File: src/rtl/buzzer_event_decoder.sv
// Zone-alarm buzzer receiver: checks single-zone pulses of legal width and queues them as zone events.
// Optional macro ZONE_COUNTERS_EN adds saturating per-zone event counters (zone_count1..3).
module buzzer_event_decoder #(
  parameter int MIN_WIDTH = 28,
  parameter int MAX_WIDTH = 34
) (
  input  logic       clk,
  input  logic       reset,
  input  logic       buzzer1,
  input  logic       buzzer2,
  input  logic       buzzer3,
  input  logic       evt_ready,
  input  logic       err_clear,
  output logic       evt_valid,
  output logic [1:0] evt_zone,
  output logic [5:0] evt_width,
  output logic       fault_multi,
  output logic       fault_stuck,
  output logic       overflow
`ifdef ZONE_COUNTERS_EN
  ,
  output logic [7:0] zone_count1,
  output logic [7:0] zone_count2,
  output logic [7:0] zone_count3
`endif
);

  localparam logic [5:0] MIN_W = 6'(MIN_WIDTH);
  localparam logic [5:0] MAX_W = 6'(MAX_WIDTH);

  typedef enum logic [1:0] {IDLE, MEASURE, STUCK, MULTI} state_t;

  state_t     state_q, state_d;
  logic [3:1] s_bz;
  logic [3:1] latched_mask;
  logic [1:0] zone_q, zone_d;
  logic [5:0] width_q, width_d;
  logic       push;

  // NOTE: sequential state uses non-blocking assignments so every register samples pre-edge values.
  always_ff @(posedge clk or negedge reset) begin
    if (!reset) begin
      s_bz    <= '0;
      state_q <= IDLE;
      zone_q  <= '0;
      width_q <= '0;
    end else begin
      s_bz    <= {buzzer3, buzzer2, buzzer1};
      state_q <= state_d;
      zone_q  <= zone_d;
      width_q <= width_d;
    end
  end

  always_comb begin
    latched_mask = 3'b000;
    case (zone_q)
      2'd1:    latched_mask = 3'b001;
      2'd2:    latched_mask = 3'b010;
      2'd3:    latched_mask = 3'b100;
      default: latched_mask = 3'b000;
    endcase
  end

  // NOTE: every always_comb output gets a default first, so no path can infer a latch.
  always_comb begin
    state_d = state_q;
    zone_d  = zone_q;
    width_d = width_q;
    push    = 1'b0;
    case (state_q)
      IDLE: begin
        width_d = '0;
        case (s_bz)
          3'b000:  state_d = IDLE;
          3'b001:  begin state_d = MEASURE; zone_d = 2'd1; width_d = 6'd1; end
          3'b010:  begin state_d = MEASURE; zone_d = 2'd2; width_d = 6'd1; end
          3'b100:  begin state_d = MEASURE; zone_d = 2'd3; width_d = 6'd1; end
          default: state_d = MULTI;
        endcase
      end
      MEASURE: begin
        // A foreign line wins even if the latched line drops in the same sample.
        if ((s_bz & ~latched_mask) != 3'b000) begin
          state_d = MULTI;
        end else if ((s_bz & latched_mask) != 3'b000) begin
          if (width_q >= MAX_W) state_d = STUCK;
          else                  width_d = width_q + 6'd1;
        end else begin
          push    = (width_q >= MIN_W) && (width_q <= MAX_W);
          state_d = IDLE;
          width_d = '0;
        end
      end
      STUCK, MULTI: begin
        if (s_bz == 3'b000) begin
          state_d = IDLE;
          width_d = '0;
        end
      end
      default: state_d = IDLE;
    endcase
  end

  // Two-entry event FIFO of {zone, width}.
  logic [7:0] fifo_mem [2];
  logic       wr_ptr, rd_ptr;
  logic [1:0] count;
  logic       full, pop, push_ok, drop;

  assign full    = (count == 2'd2);
  assign pop     = evt_valid && evt_ready;
  assign push_ok = push && (!full || pop);
  assign drop    = push && full && !pop;

  always_ff @(posedge clk or negedge reset) begin
    if (!reset) begin
      wr_ptr <= 1'b0;
      rd_ptr <= 1'b0;
      count  <= 2'd0;
    end else begin
      if (push_ok) wr_ptr <= ~wr_ptr;
      if (pop)     rd_ptr <= ~rd_ptr;
      case ({push_ok, pop})
        2'b10:   count <= count + 2'd1;
        2'b01:   count <= count - 2'd1;
        default: count <= count;
      endcase
    end
  end

  // NOTE: storage is not reset; outputs are gated by evt_valid so stale contents are never visible.
  always_ff @(posedge clk) begin
    if (push_ok) fifo_mem[wr_ptr] <= {zone_q, width_q};
  end

  assign evt_valid = (count != 2'd0);
  assign evt_zone  = evt_valid ? fifo_mem[rd_ptr][7:6] : 2'd0;
  assign evt_width = evt_valid ? fifo_mem[rd_ptr][5:0] : 6'd0;

  // Sticky flags: a set in the same cycle as err_clear keeps the flag high.
  always_ff @(posedge clk or negedge reset) begin
    if (!reset) begin
      fault_multi <= 1'b0;
      fault_stuck <= 1'b0;
      overflow    <= 1'b0;
    end else begin
      fault_multi <= (state_q == MULTI) || (fault_multi && !err_clear);
      fault_stuck <= (state_q == STUCK) || (fault_stuck && !err_clear);
      overflow    <= drop || (overflow && !err_clear);
    end
  end

`ifdef ZONE_COUNTERS_EN
  logic [7:0] zone_cnt [1:3];

  always_ff @(posedge clk or negedge reset) begin
    if (!reset) begin
      for (int z = 1; z <= 3; z++) zone_cnt[z] <= 8'd0;
    end else begin
      for (int z = 1; z <= 3; z++) begin
        if (push_ok && (zone_q == 2'(z)) && (zone_cnt[z] != 8'hFF))
          zone_cnt[z] <= zone_cnt[z] + 8'd1;
      end
    end
  end

  assign zone_count1 = zone_cnt[1];
  assign zone_count2 = zone_cnt[2];
  assign zone_count3 = zone_cnt[3];
`endif

endmodule

File: config.mk
export PLATFORM = sky130hd
export DESIGN_NAME = buzzer_event_decoder
export DESIGN_NICKNAME = d
export VERILOG_FILES = /design/src/rtl/buzzer_event_decoder.sv
export SDC_FILE = /design/constraint.sdc
export NUM_CORES = 1
export LEC_CHECK = 0
export ABC_CLOCK_PERIOD_IN_PS = 2200
export CAP_MARGIN = 20
export CORE_UTILIZATION = 35
export DETAILED_ROUTE_END_ITERATION = 7
export HOLD_SLACK_MARGIN = 0.02
export PLACE_DENSITY = 0.62
export SYNTH_ARGS = -nofsm -noshare
export SYNTH_HDL_FRONTEND = slang
export SYNTH_SLANG_ARGS = --single-unit
File: constraint.sdc
create_clock -name clk -period 2.2 [get_ports clk]
set_input_delay 0.44 -clock clk [delete_from_list [all_inputs] [get_ports clk]]
set_output_delay 0.44 -clock clk [all_outputs]
set_load 0.03 [all_outputs]
Word level (Yosys, flattened, before mapping)
Memory sizes are Yosys's and may differ from the RTL's.
Cells that the tools add are included.
- output and inout bits: 12
- input bits: 7
- register bits after elaboration: 20
- bits in writable memories: 16
- logic and storage cells: 87
- memories: 1
- $add $sub $neg: 3
- mux-type cells: 22
- eq/ne operators: 16
- bitwise gates (word level): 5
- order comparisons: 3
- reductions and logical operators: 27
- memory list (memory ; depth ; width ; read ports ; clocked after memory_dff ; wr ports ; RTL line ; source):
    fifo_mem ; 2 ; 8 ; 1 ; 0 ; 1 ; 106 ; logic [7:0] fifo_mem [2];
- operators by type and width (operator ; number):
    $mux W6 ; 5
    $pmux W6 S3 ; 1
    $eq A2 B2 Y1 const B ; 6
    $pmux W2 S3 ; 2
    $mux W2 ; 5
    $pmux W3 S3 ; 1
    $reduce_bool A3 Y1 ; 3
    $logic_and A1 B1 Y1 ; 8
    $pmux W2 S2 ; 2
    $add A6 B1 Y6 const B ; 1
    $and A3 B3 Y3 ; 2
    $eq A2 B1 Y1 const B ; 3
    $ge A6 B5 Y1 const B ; 1
    $ge A6 B6 Y1 const B ; 1
    $le A6 B6 Y1 const B ; 1
    $mux W1 ; 6
    $logic_or A1 B1 Y1 ; 4
    $ne A2 B2 Y1 const B ; 2
    $ne A4 B4 Y1 const B ; 1
    $reduce_and A2 Y1 ; 2
    $reduce_bool A2 Y1 ; 2
    $eq A3 B1 Y1 const B ; 1
    $eq A3 B2 Y1 const B ; 1
    $eq A3 B3 Y1 const B ; 1
    11 further kinds ; 14

Logic depth before layout (Yosys ltp)
Gate-level depths: netlist of the first run.
- depth after elaboration: 10
- gate-level depth with buffers: 6
- gate-level depth less buffers: 5

Worst setup path after synthesis of the first run
OpenSTA, ideal clock, no wires.
- path kind: reg-to-reg
- start: reg width_q[1]
- end: mem fifo_mem[0][0] (enable)
- path slack: -66 ps
- arrival time: 1893 ps
- library setup time: 373 ps
- data required time: 1827 ps
- stages on the path, launching flop included: 6
- cells stage by stage: dfrtp_1 -> a2111oi_2 -> a21oi_1 -> or3_4 -> a21oi_2 -> nor2b_1
- longest elaborated chain between the ends: 8
- elaborated cells between the ends (all ways): 9
- RTL lines (item ; RTL line ; source):
    start: declaration ; 37 ; logic [5:0] width_q, width_d;
    start signal: assignment ; 51 ; width_q <= width_d;
    $ge A6 B5 Y1 / $le A6 B6 Y1 (equally long branches) ; 90 ; push = (width_q >= MIN_W) && (width_q <= MAX_W);
    $logic_and A1 B1 Y1 * ; 90 ;
    $mux W1 * ; 86 ; end else if ((s_bz & latched_mask) != 3'b000) begin
    $mux W1 * ; 84 ; if ((s_bz & ~latched_mask) != 3'b000) begin
    $mux W1 * ; 71 ; case (state_q)
    $logic_and A1 B1 Y1 * ; 113 ; assign push_ok = push && (!full || pop);
    $mux W1 * ; 134 ; if (push_ok) fifo_mem[wr_ptr] <= {zone_q, width_q};
    $mux W1 (implied by the code) * ; 134 ;
    end: declaration ; 106 ;
Every way passes the cells marked *; elsewhere a longest branch is shown, timed or not.

Final worst setup path of the first run
- start: reg width_q[1]
- end: mem fifo_mem[0][1] (enable)
Same word-level chain as after synthesis.

==> metrics.md, run 1 <==
| Metric | Value |
|---|---|
| # setup viols final | `0` |
| Sequential area share after synthesis | `57.56%` |
| Leakage power | `1.041 nW` |
| Die span in x | `71.78 um` |
| Final Hold Viols | `0` |
| Worst-path clk slew | `70 ps` |
| Final #Nets | `193` |
| Worst hold path type | `input pin to async pin` |
| Starting DRC count in detailed routing | `36` |
| Rows | `25` |
| Final WL | `3449 um` |
| Maximum clock rate | `0.4813 GHz` |
| Post-DP HPWL | `2495 um` |
| Fin util | `46.56%` |
| Starting Density | `36.32%` |
| Commonest non-fill, non-tap cell in the layout | `dfrtp_1` |
| CP startpoint kind | `flip-flop` |
| Port bufs | `18` |
| Status | `finished clean` |
| Hold Buf Count CTS | `0` |
| Die ar. | `0.005152 mm2` |
| Clk root buf | `clkbuf_8` |
| Post-route cell area | `0.002185 mm2` |
| Post-route total power | `1.693 mW` |
| CORE AREA | `0.004692 mm2` |
| Synth Instances | `150` |
| Area fraction of the dominant cell type after synthesis | `29.37%` |
| #FFs+latches synth | `36` |
| N_diodes | `0` |
| Synth unique cells | `40` |
| Worst Tran Pin Value | `589.3 ps` |
| R2R Path Start | `width_q[1]$_DFFE_PN0P_` |
| Critical-path maximum fanout | `8` |
| Largest net degree at the start of global routing | `21` |
| Pre-Repair DR Iteration Count | `5` |
| Hold_ws | `500.2 ps` |
| CP arrival | `2070 ps` |
| Routability congestion estimate | `0.7715` |
| Num ports | `19` |
| R2R Path End | `fifo_mem[0][1]$_DFFE_PP_` |
| H-tree depth | `2` |
| Post-synth EDFFs | `16` |
| CTS tree | `built` |
| Vias in the first global route | `1195` |
| Syn nets | `159` |
| First-pass GRT wire length | `5685 um` |
| Num CTS Buffers | `5` |
| Gr usage total | `14.77%` |
| Post-CTS setup buffers | `0` |
| Yosys warnings | `0` |
| Placed inst area | `0.002038 mm2` |
| Clock skew | `2.710 ps` |
| Power per Cell Area | `774.9 mW/mm2` |
| Final period util | `94.44%` |
| Routed vias | `1253` |
| Maxcap violations | `0` |
| Global route overflow | `0` |
| Critical path origin | `width_q[1]$_DFFE_PN0P_` |
| Leading area contributor after synthesis | `dfrtp_1` |
| Max VDD drop | `0.3701 mV` |
| Most frequent cells in the layout | `19 x dfrtp_1, 17 x nor2_1, 16 x edfxtp_1` |
| Fraction of registers with async set/reset | `55.56%` |
| DRC viols | `0` |
| Final ANT Viol Nets | `0` |
| Top cells by area in the synthesized netlist | `dfrtp_1 29%, edfxtp_1 28%, mux2i_1 5.9%` |
| Worst EP required | `2190 ps` |
| Slew Limit Fails | `0` |
| Initial antenna violation count | `0` |
| CTS sink count | `36` |
| Crit path to | `fifo_mem[0][1]$_DFFE_PP_` |
| Via density | `5.243` |
| Slew headroom | `60.28%` |
| Min cycle time layout | `2078 ps` |
| Worst-Skew Late Latency | `280 ps` |
| Setup TNS | `0 ps` |
| Main flop type after synthesis | `dfrtp_1` |
| DR WL/cell | `14.43 um` |
| Worst reg2reg path depth | `6` |
| Area growth syn-to-layout | `28.19%` |
| Worst reg2reg setup slack | `120 ps` |
| Cell Area, Synth | `0.001704 mm2` |
| Fraction of layout instances using a drive strength above 1 | `16.22%` |
| Syn avg cell area | `11.36 um2` |
| Critical path class | `flip-flop to flip-flop` |
| Die H | `71.78 um` |
| Worst Setup End Kind | `flip-flop` |
| Clock Tree Buf Depth | `2` |
| RSZ-0062 raised after global routing | `false` |
==> where the power goes <==
group / internal (mW) / total (mW) / switching [mW]
combinational: 0.142 / 0.310 / 0.168
sequential: 0.760 / 0.824 / 0.0643
clock: 0.330 / 0.559 / 0.229
==> state kept, by name, indices dropped and copies added (netlist names) <==
signal / cells
s_bz: 3
state_q: 2
overflow: 1
width_q: 6
count: 2
zone_q: 2
wr_ptr: 1
fifo_mem: 16
rd_ptr: 1
fault_multi: 1
fault_stuck: 1
==> area by class of cell <==
| class | instances | area (um2) |
|---|---|---|
| Timing Repair Buffer | 32 | 304.0 |
| Clock inverter | 3 | 37.54 |
| Sequential cell | 36 | 982.2 |
| Tap cell | 54 | 67.56 |
| Clock buffer | 5 | 68.82 |
| Inverter | 9 | 33.78 |
| Fill cell | 442 | 2507 |
| Multi-Input combinational cell | 100 | 690.7 |
==> synthesized netlist by cell type, types with 3 or more instances <==
| cell type | instances |
|---|---|
| edfxtp_1 | 16 |
| dfrtp_1 | 20 |
| xor2_1 | 4 |
| nor3_1 | 5 |
| o22ai_1 | 3 |
| inv_1 | 9 |
| nor2_1 | 18 |
| nand2_1 | 9 |
| nor2b_1 | 4 |
| clkbuf_1 | 3 |
| a21oi_1 | 8 |
| o21ai_0 | 6 |
| nand3_1 | 3 |
| nand2b_1 | 3 |
| mux2i_1 | 10 |
==> logic make-up (layout without fill, tap and decap cells) <==
family          count (synthesis)  in the layout  synth area share (%)
compound gates                 28             28                 12.26
xor+xnor                        5              5                 2.570
buf+inv                        14             49                 3.230
mux                            10             10                 5.874
flops                          36             36                 57.56
fa+ha+maj                       3              3                 2.056
simple gates                   54             54                 16.45
==> worst min-delay path by stage <==
stage	from	to	slack, ps	cells past startpoint
6_report	reset	wr_ptr$_DFFE_PN0P_	500	2
4_1_cts	reset	count[1]$_DFFE_PN0P_	490	2
3_3_place_gp	wr_ptr$_DFFE_PN0P_	wr_ptr$_DFFE_PN0P_	500	1
5_1_grt	reset	count[1]$_DFFE_PN0P_	510	2
3_5_place_dp	wr_ptr$_DFFE_PN0P_	wr_ptr$_DFFE_PN0P_	500	1
2_1_floorplan	reset	count[0]$_DFFE_PN0P_	140	0
==> worst max-delay path, cell delays in order (launching register included) <==
cell and delay, ps:
dfrtp_1 410, a2111oi_4 340, a21oi_1 130, or3_4 440, a21oi_2 140, nor2b_2 150
buf_4 170
==> layer usage <==
layer,global-route usage [%],wire length (um)
met2,24.63,1805
met3,4.360,161
met1,17.62,1430
met4,6.754,52
met5,0,0
==> metrics by stage <==
stage | cells | setup slack, ps
4_1_cts | 239 | 12.67
6_report | 239 | 122.4
5_1_grt | 239 | 15.26
3_3_place_gp | 231 | 115.1
2_1_floorplan | 150 | 96.97
3_5_place_dp | 231 | 76.52
==> repair_timing <==
action                     CTS  global route
pin swaps                    0             1
gates resized for setup      4             9
setup endpoints to repair    9            16
Note: power is estimated with default switching activity, not from simulation.
==> run 2: changes to the inputs <==
- ABC_AREA: unset -> 1
==> run 2 against run 1 <==
- final area is 0.52% higher
- sequential share of layout area down 0.29 points
- via count grew 4.2%
- clock power shrank 18%
- wire length down 5.2%
- flip-flop and latch count unchanged
- worst hold slack worse by 4.7 ps
- largest cell class unchanged
- highest routed layer unchanged
==> metrics.md, run 2 <==
| Metric | Value |
|---|---|
| Status | `finished clean` |
| Fraction of layout instances using a drive strength above 1 | `17.54% (+1.3 points)` |
| H-tree depth | `2 (unchanged)` |
| Final #Nets | `236 (+22%)` |
| Cells after DPL | `287 (+24%)` |
| Int Power | `1.200 mW (-2.6%)` |
| CTS sink count | `36 (unchanged)` |
| DRC viols | `0 (unchanged)` |
| Worst-Skew Late Latency | `280 ps (about the same)` |
| Leakage power | `1.082 nW (+3.9%)` |
| List of most frequent post-synthesis cells | `50 x nand2_1, 25 x inv_1, 20 x dfrtp_1, 16 x edfxtp_1, 16 x nor2_1` |
| Die ar. | `0.005446 mm2 (+5.7%)` |
| Adder-cell share of the synthesized area | `1.387% (-0.67 points)` |
| Starting Density | `37.21% (+0.89 points)` |
| Syn avg cell area | `9.066 um2 (-20%)` |
| Yosys warnings | `0 (unchanged)` |
| Post-route cell area | `0.002196 mm2 (+0.52%)` |
| RSZ-0062 raised after global routing | `false` |
| Compound-gate portion of the synthesized area | `8.183% (-4.1 points)` |
| Vias in the first global route | `1210 (+1.3%)` |
| Global route overflow | `0 (unchanged)` |
| Worst hold path type | `input pin to async pin` |
| CP top delay family | `buffers and inverters` |
| Post-CTS setup buffers | `0 (unchanged)` |
| Pre-Repair DR Iteration Count | `4 (-1)` |
| Slew headroom | `53.11% (-7.2 points)` |
| Critical path class | `flip-flop to output port` |
| XOR/XNOR Fraction of Synth Area | `1.456% (-1.1 points)` |
| Worst Setup End Kind | `output port` |
| Port bufs | `18 (unchanged)` |
| Max VDD drop | `0.3659 mV (-1.1%)` |
| Regs by FF count | `fifo_mem (16), width_q (6), s_bz (3)` |
| Leading area contributor after synthesis | `dfrtp_1` |
| Routed vias | `1305 (+4.2%)` |
| Combinational Power Share | `28.1% (+9.8 points)` |
| Final ANT Viol Nets | `0 (unchanged)` |
| #FFs+latches synth | `36 (unchanged)` |
| CTS tree | `built` |
| Synth Instances | `199 (+33%)` |
| Post-route total power | `1.862 mW (+10%)` |
| Main flop type after synthesis | `dfrtp_1` |
| Via density | `4.424 (-16%)` |
| CP arrival | `1600 ps (-470 ps)` |
| N_diodes | `0 (unchanged)` |
| Crit path buffers/inverters | `2 (+1)` |
| Post-Place Worst Slack | `127.0 ps (+50.48 ps)` |
| Clock network power share | `24.7% (-8.3 points)` |
| Num ports | `19 (unchanged)` |
| Worst-path clk slew | `70 ps (about the same)` |
| Sequential area share after synthesis | `54.37% (-3.2 points)` |
| Num CTS Buffers | `5 (unchanged)` |
| Slowest stage delay, CP | `590 ps (+150 ps)` |
| Clock Tree Buf Depth | `2 (unchanged)` |
| Gr usage total | `13.83% (-0.94 points)` |
| CORE AREA | `0.004848 mm2 (+3.3%)` |
| Final WL | `3269 um (-5.2%)` |
| Area growth syn-to-layout | `21.71%` |
| Rows | `25 (unchanged)` |
| Setup TNS | `0 ps (unchanged)` |
| # setup viols final | `0 (unchanged)` |
| Post-synth EDFFs | `16 (unchanged)` |
| Fin cells | `295 (+23%)` |
| Mux contribution to synthesized area | `0% (-5.9 points)` |
| Top cells by area in the synthesized netlist | `dfrtp_1 28%, edfxtp_1 27%, nand2_1 10%` |
| Critical-path top delay cell | `clkdlybuf4s50_1` |
| Syn nets | `208 (+31%)` |
| Net switching power | `0.6624 mW (+44%)` |
| CP startpoint kind | `flip-flop` |
| Maximum clock rate | `0.4904 GHz (+1.9%)` |
| Area fraction of the dominant cell type after synthesis | `27.74% (-1.6 points)` |
| Final Hold Viols | `0 (unchanged)` |
| Worst Tran Pin Value | `700.7 ps (+111.4 ps)` |
| Count leader, synth | `nand2_1` |
| Routability congestion estimate | `0.8125 (+5.3%)` |
| DR WL/cell | `11.08 um (-23%)` |
| Cells along the critical path | `nor2_4 -> inv_1 -> clkdlybuf4s50_1` |
| Synth unique cells | `25 (-38%)` |
| Largest net degree at the start of global routing | `21 (unchanged)` |
| Max reg flops | `16 (unchanged)` |
| Hold Buf Count CTS | `0 (unchanged)` |
| Post-DP HPWL | `2396 um (-4.0%)` |
| Main combinational cell family by area after synthesis | `simple AND/OR/NAND/NOR gates` |
| Starting DRC count in detailed routing | `100 (+180%)` |
| Cell Area, Synth | `0.001804 mm2 (+5.9%)` |
| Power per Cell Area | `848.1 mW/mm2 (+9.4%)` |
| Most frequent cells in the layout | `50 x nand2_1, 25 x inv_1, 20 x dfrtp_1` |
| Min cycle time layout | `2039 ps (-38.37 ps)` |
| Die span in x | `73.80 um (+2.8%)` |
| Fraction of registers with async set/reset | `55.56% (unchanged)` |
| Initial antenna violation count | `0 (unchanged)` |
| Die H | `73.80 um (+2.8%)` |
| First-pass GRT wire length | `5526 um (-2.8%)` |
| Sw frac | `35.57% (+8.3 points)` |
| Reg with most FFs | `fifo_mem` |
| Simple-Gate Fraction of Synth Area | `27.95% (+12 points)` |
| Final period util | `92.69% (-1.7 points)` |
| Clock skew | `3.377 ps (+0.6672 ps)` |
| Commonest non-fill, non-tap cell in the layout | `nand2_1` |
| Worst EP required | `1760 ps (-430 ps)` |
| Slew Limit Fails | `0 (unchanged)` |
| Placed inst area | `0.002095 mm2 (+2.8%)` |
| Post-route setup slack | `160.8 ps (+38.37 ps)` |
| Clk root buf | `clkbuf_8` |
| Reg power frac | `47.3% (-1.4 points)` |
| Maxcap violations | `0 (unchanged)` |
| Critical-path maximum fanout | `10 (+2)` |
## run 2: cell count changes after synthesis, sizes merged, moves of 3 or more
cell,before,now
nor2,18,23
nand2b,3,0
o21ai,6,9
or3,3,0
nor3,5,2
nor2b,4,0
nand3,3,19
nand2,9,57
a21oi,9,12
inv,9,30
mux2i,10,0
## run 2: what timing repair did
action	in CTS	in global routing
endpoints found under the setup margin	3	6
gates resized for setup	3	6
gates cloned	0	0
## run 2: worst register-to-register path: stages (launching register included)
cell and delay (ps):
dfrtp_1 470, nor2_4 180, nand2_2 80, nand2_4 80
nor2_1 50, nor2_1 140, nand3_1 110, nor2_1 550
## run 2: final timing paths
path | startpoint | to | slack (ps) | cells after the start
worst max-delay path | count[0]$_DFFE_PN0P_ | evt_valid | 160 | 3
worst min-delay path | reset | s_bz[1]$_DFF_PN0_ | 500 | 2
worst max register to register | width_q[3]$_DFFE_PN0P_ | fifo_mem[1][5]$_DFFE_PP_ | 170 | 7
worst min register to register | wr_ptr$_DFFE_PN0P_ | wr_ptr$_DFFE_PN0P_ | 510 | 1
max in group asynchronous | reset | count[0]$_DFFE_PN0P_ | 1480 | 2
min in group clk | wr_ptr$_DFFE_PN0P_ | wr_ptr$_DFFE_PN0P_ | 510 | 1
## run 2: layer usage
layer	up-vias	GRT usage [%]	share of wire (%)
met5	-	0	0
met4	0	3.846	0.55
met3	2	4.938	3.5
met2	20	21.41	46
met1	588	18.26	50
li1	695	-	-
## run 2: power groups by stage
stage	Sequential [mW]	Clock [mW]	Combinational [mW]
final	0.880	0.459	0.523
after global routing	0.899	0.512	0.586
after CTS	0.881	0.474	0.527
after detailed placement	0.895	0	0.525
after global placement	0.893	0	0.523
after floorplan	0.919	0	0.341
## run 2: cells by family (layout without fill, tap and decap cells)
logic type | after synthesis | count (layout)
XOR/XNOR | 3 | 3
flip-flops | 36 | 36
buffers and inverters | 32 | 61
AND/OR/NAND/NOR | 101 | 101
AO/OA/AOI/OAI | 25 | 25
adder cells (fa/ha/maj) | 2 | 2
## run 2: through the flow
step / util [%] / hold WS [ps]
floorplan: - / 144.4
global placement: 43.20 / 493.5
detailed placement: 43.20 / 497.7
CTS: 44.93 / 499.6
global route: 45.29 / 526.0
finish: 45.29 / 495.5
## run 2: area by class of cell
class	count	area (um2)
tap	67	83.83
clock inverter	3	18.77
clock buffer	5	68.82
multi-input combinational	131	708.2
fill	473	2653
sequential	36	980.9
inverter	31	116.4
timing repair buffer	22	219.0
==> run 3: changes to the inputs <==
- ABC_AREA: 1 -> unset
- RECOVER_POWER: unset -> 25
==> run 3 against run 2 <==
- final cell count down 19%
- total power down 9.2%
- highest routed layer unchanged
- combinational power down 41%
- worst setup slack worse by 39 ps
- core utilization up 1.2 points
- critical path depth up 3
- die area down 5.4%
- clock skew down 0.56 ps
- critical path type is now flip-flop to flip-flop
- via count down 4.2%
- clock-buffer cell count unchanged
==> metrics.md, run 3 (same netlist as run 1, synthesis figures left out) <==
| Metric | Value |
|---|---|
| CORE AREA | `0.004692 mm2 (-3.2%)` |
| CTS sink count | `36 (unchanged)` |
| Cells along the critical path | `a2111oi_4 -> a21oi_1 -> or3_4 -> a21oi_2 -> nor2b_2 -> buf_4` |
| Reg with most FFs | `fifo_mem` |
| Final #Nets | `193 (-18%)` |
| Port bufs | `18 (unchanged)` |
| CTS tree | `built` |
| Status | `finished clean` |
| Worst Tran Pin Value | `1167 ps (+465.9 ps)` |
| Maximum clock rate | `0.4813 GHz (-1.9%)` |
| Global route overflow | `0 (unchanged)` |
| Final period util | `94.45% (+1.8 points)` |
| Hold_ws | `513.6 ps (+18.12 ps)` |
| Commonest non-fill, non-tap cell in the layout | `dfrtp_1` |
| Post-route total power | `1.691 mW (-9.2%)` |
| Clk root buf | `clkbuf_8` |
| Die span in x | `71.78 um (-2.7%)` |
| N_diodes | `0 (unchanged)` |
| Fraction of layout instances using a drive strength above 1 | `15.68% (-1.9 points)` |
| Critical path class | `flip-flop to flip-flop` |
| Routed vias | `1250 (-4.2%)` |
| Routability congestion estimate | `0.7715 (-5.0%)` |
| DR WL/cell | `14.43 um (+30%)` |
| Starting Density | `36.32% (-0.89 points)` |
| Worst-path clk slew | `70 ps (about the same)` |
| Num ports | `19 (unchanged)` |
| Min cycle time layout | `2078 ps (+38.61 ps)` |
| Num CTS Buffers | `5 (unchanged)` |
| Post-DP HPWL | `2495 um (+4.1%)` |
| Fillers | `444 (-6.1%)` |
| H-tree depth | `2 (unchanged)` |
| Most frequent cells in the layout | `19 x dfrtp_1, 17 x nor2_1, 16 x edfxtp_1` |
| Post-route cell area | `0.002181 mm2 (-0.68%)` |
| Area growth syn-to-layout | `27.97%` |
| Power per Cell Area | `775.2 mW/mm2 (-8.6%)` |
| DRC viols | `0 (unchanged)` |
| Clock skew | `2.820 ps (-0.5574 ps)` |
| Rows | `25 (unchanged)` |
| Maxcap violations | `0 (unchanged)` |
| Die H | `71.78 um (-2.7%)` |
| # setup viols final | `0 (unchanged)` |
| Slowest stage delay, CP | `440 ps (-150 ps)` |
| Leakage power | `1.038 nW (-4.0%)` |
| Placed inst area | `0.002038 mm2 (-2.7%)` |
| CP arrival | `2070 ps (+470 ps)` |
| Starting DRC count in detailed routing | `36 (-64%)` |
| Die ar. | `0.005152 mm2 (-5.4%)` |
| Critical-path maximum fanout | `8 (-2)` |
| Worst-Skew Late Latency | `280 ps (about the same)` |
| Final ANT Viol Nets | `0 (unchanged)` |
| CP startpoint kind | `flip-flop` |
| First-pass GRT wire length | `5685 um (+2.9%)` |
| Pre-Repair DR Iteration Count | `5 (+1)` |
| Critical-path top delay cell | `or3_4` |
| Regs by FF count | `fifo_mem (16), width_q (6), s_bz (3)` |
| Worst Setup End Kind | `flip-flop` |
| Setup TNS | `0 ps (unchanged)` |
| Final Hold Viols | `0 (unchanged)` |
| Worst hold path type | `flip-flop to flip-flop` |
| Slew Limit Fails | `0 (unchanged)` |
| Largest net degree at the start of global routing | `21 (unchanged)` |
| Max VDD drop | `0.3685 mV (+0.71%)` |
| Clock Tree Buf Depth | `2 (unchanged)` |
| Max reg flops | `16 (unchanged)` |
| RSZ-0062 raised after global routing | `false` |
| Worst EP required | `2190 ps (+430 ps)` |
| Final WL | `3448 um (+5.5%)` |
| Vias in the first global route | `1195 (-1.2%)` |
| Slew headroom | `22.23% (-31 points)` |
| Via density | `5.230 (+18%)` |
| Initial antenna violation count | `0 (unchanged)` |
| Gr usage total | `14.77% (+0.94 points)` |
[run 3: cell types whose count changed in the layout (fill, tap and decap cells not counted), moves of 4 or more]
| cell | previous run | this run |
|---|---|---|
| inv_2 | 5 | 0 |
| dlygate4sd3_1 | 0 | 4 |
| nand3_1 | 15 | 3 |
| buf_4 | 4 | 13 |
| nand2_1 | 50 | 9 |
| mux2i_1 | 0 | 10 |
| nor3_1 | 1 | 5 |
| nand3_2 | 4 | 0 |
| nand2_2 | 5 | 0 |
| inv_1 | 25 | 9 |
| clkdlybuf4s50_1 | 10 | 5 |
[run 3: critical path, delay by kind of cell (launching register included)]
| kind | cells | cell delay (ps) |
|---|---|---|
| compound gates | 3 | 610 |
| buf+inv | 1 | 170 |
| flops | 1 | 410 |
| simple gates | 2 | 590 |
[run 3: what timing repair did]
item	in CTS	in global routing
resized for setup	4	9
endpoints found under the setup margin	9	16
hold buffers	0	0
pin swaps	0	1
buffers inserted	0	0
gates cloned	0	0
[run 3: cell type report]
class,count,area [um2],area share [%]
Timing Repair Buffer,32,300.3,13.77
Clock inverter,3,37.54,1.721
Tap cell,54,67.56,3.098
Clock buffer,5,68.82,3.155
Multi-Input combinational cell,100,690.7,31.67
Inverter,9,33.78,1.549
Sequential cell,36,982.2,45.04
[run 3: final timing paths]
check	startpoint	end	slack [ps]	cells after the start
max	width_q[1]$_DFFE_PN0P_	fifo_mem[0][1]$_DFFE_PP_	120	6
min	wr_ptr$_DFFE_PN0P_	wr_ptr$_DFFE_PN0P_	510	1
max reg2reg	width_q[1]$_DFFE_PN0P_	fifo_mem[0][1]$_DFFE_PP_	120	6
min reg2reg	wr_ptr$_DFFE_PN0P_	wr_ptr$_DFFE_PN0P_	510	1
max in group asynchronous	reset	rd_ptr$_DFFE_PN0P_	520	2
min in group asynchronous	reset	wr_ptr$_DFFE_PN0P_	910	2
[run 3: through the flow]
stage / cells / util [%] / worst slack, ps
floorplan: 150 / - / 96.97
global placement: 231 / 43.44 / 115.1
detailed placement: 231 / 43.44 / 76.52
CTS: 239 / 45.87 / 12.67
global route: 239 / 46.48 / 15.26
finish: 239 / 46.48 / 122.2
[run 3: power by group]
part           internal (mW)  switching [mW]  total, mW
Sequential             0.760          0.0643      0.824
Combinational          0.140           0.168      0.308
Clock                  0.330           0.228      0.558
[run 3: metal layers]
metal	GRT usage, %	share of wire (%)
met5	0	0
met4	6.754	1.5
met3	4.360	4.6
met2	24.63	52
met1	17.62	41
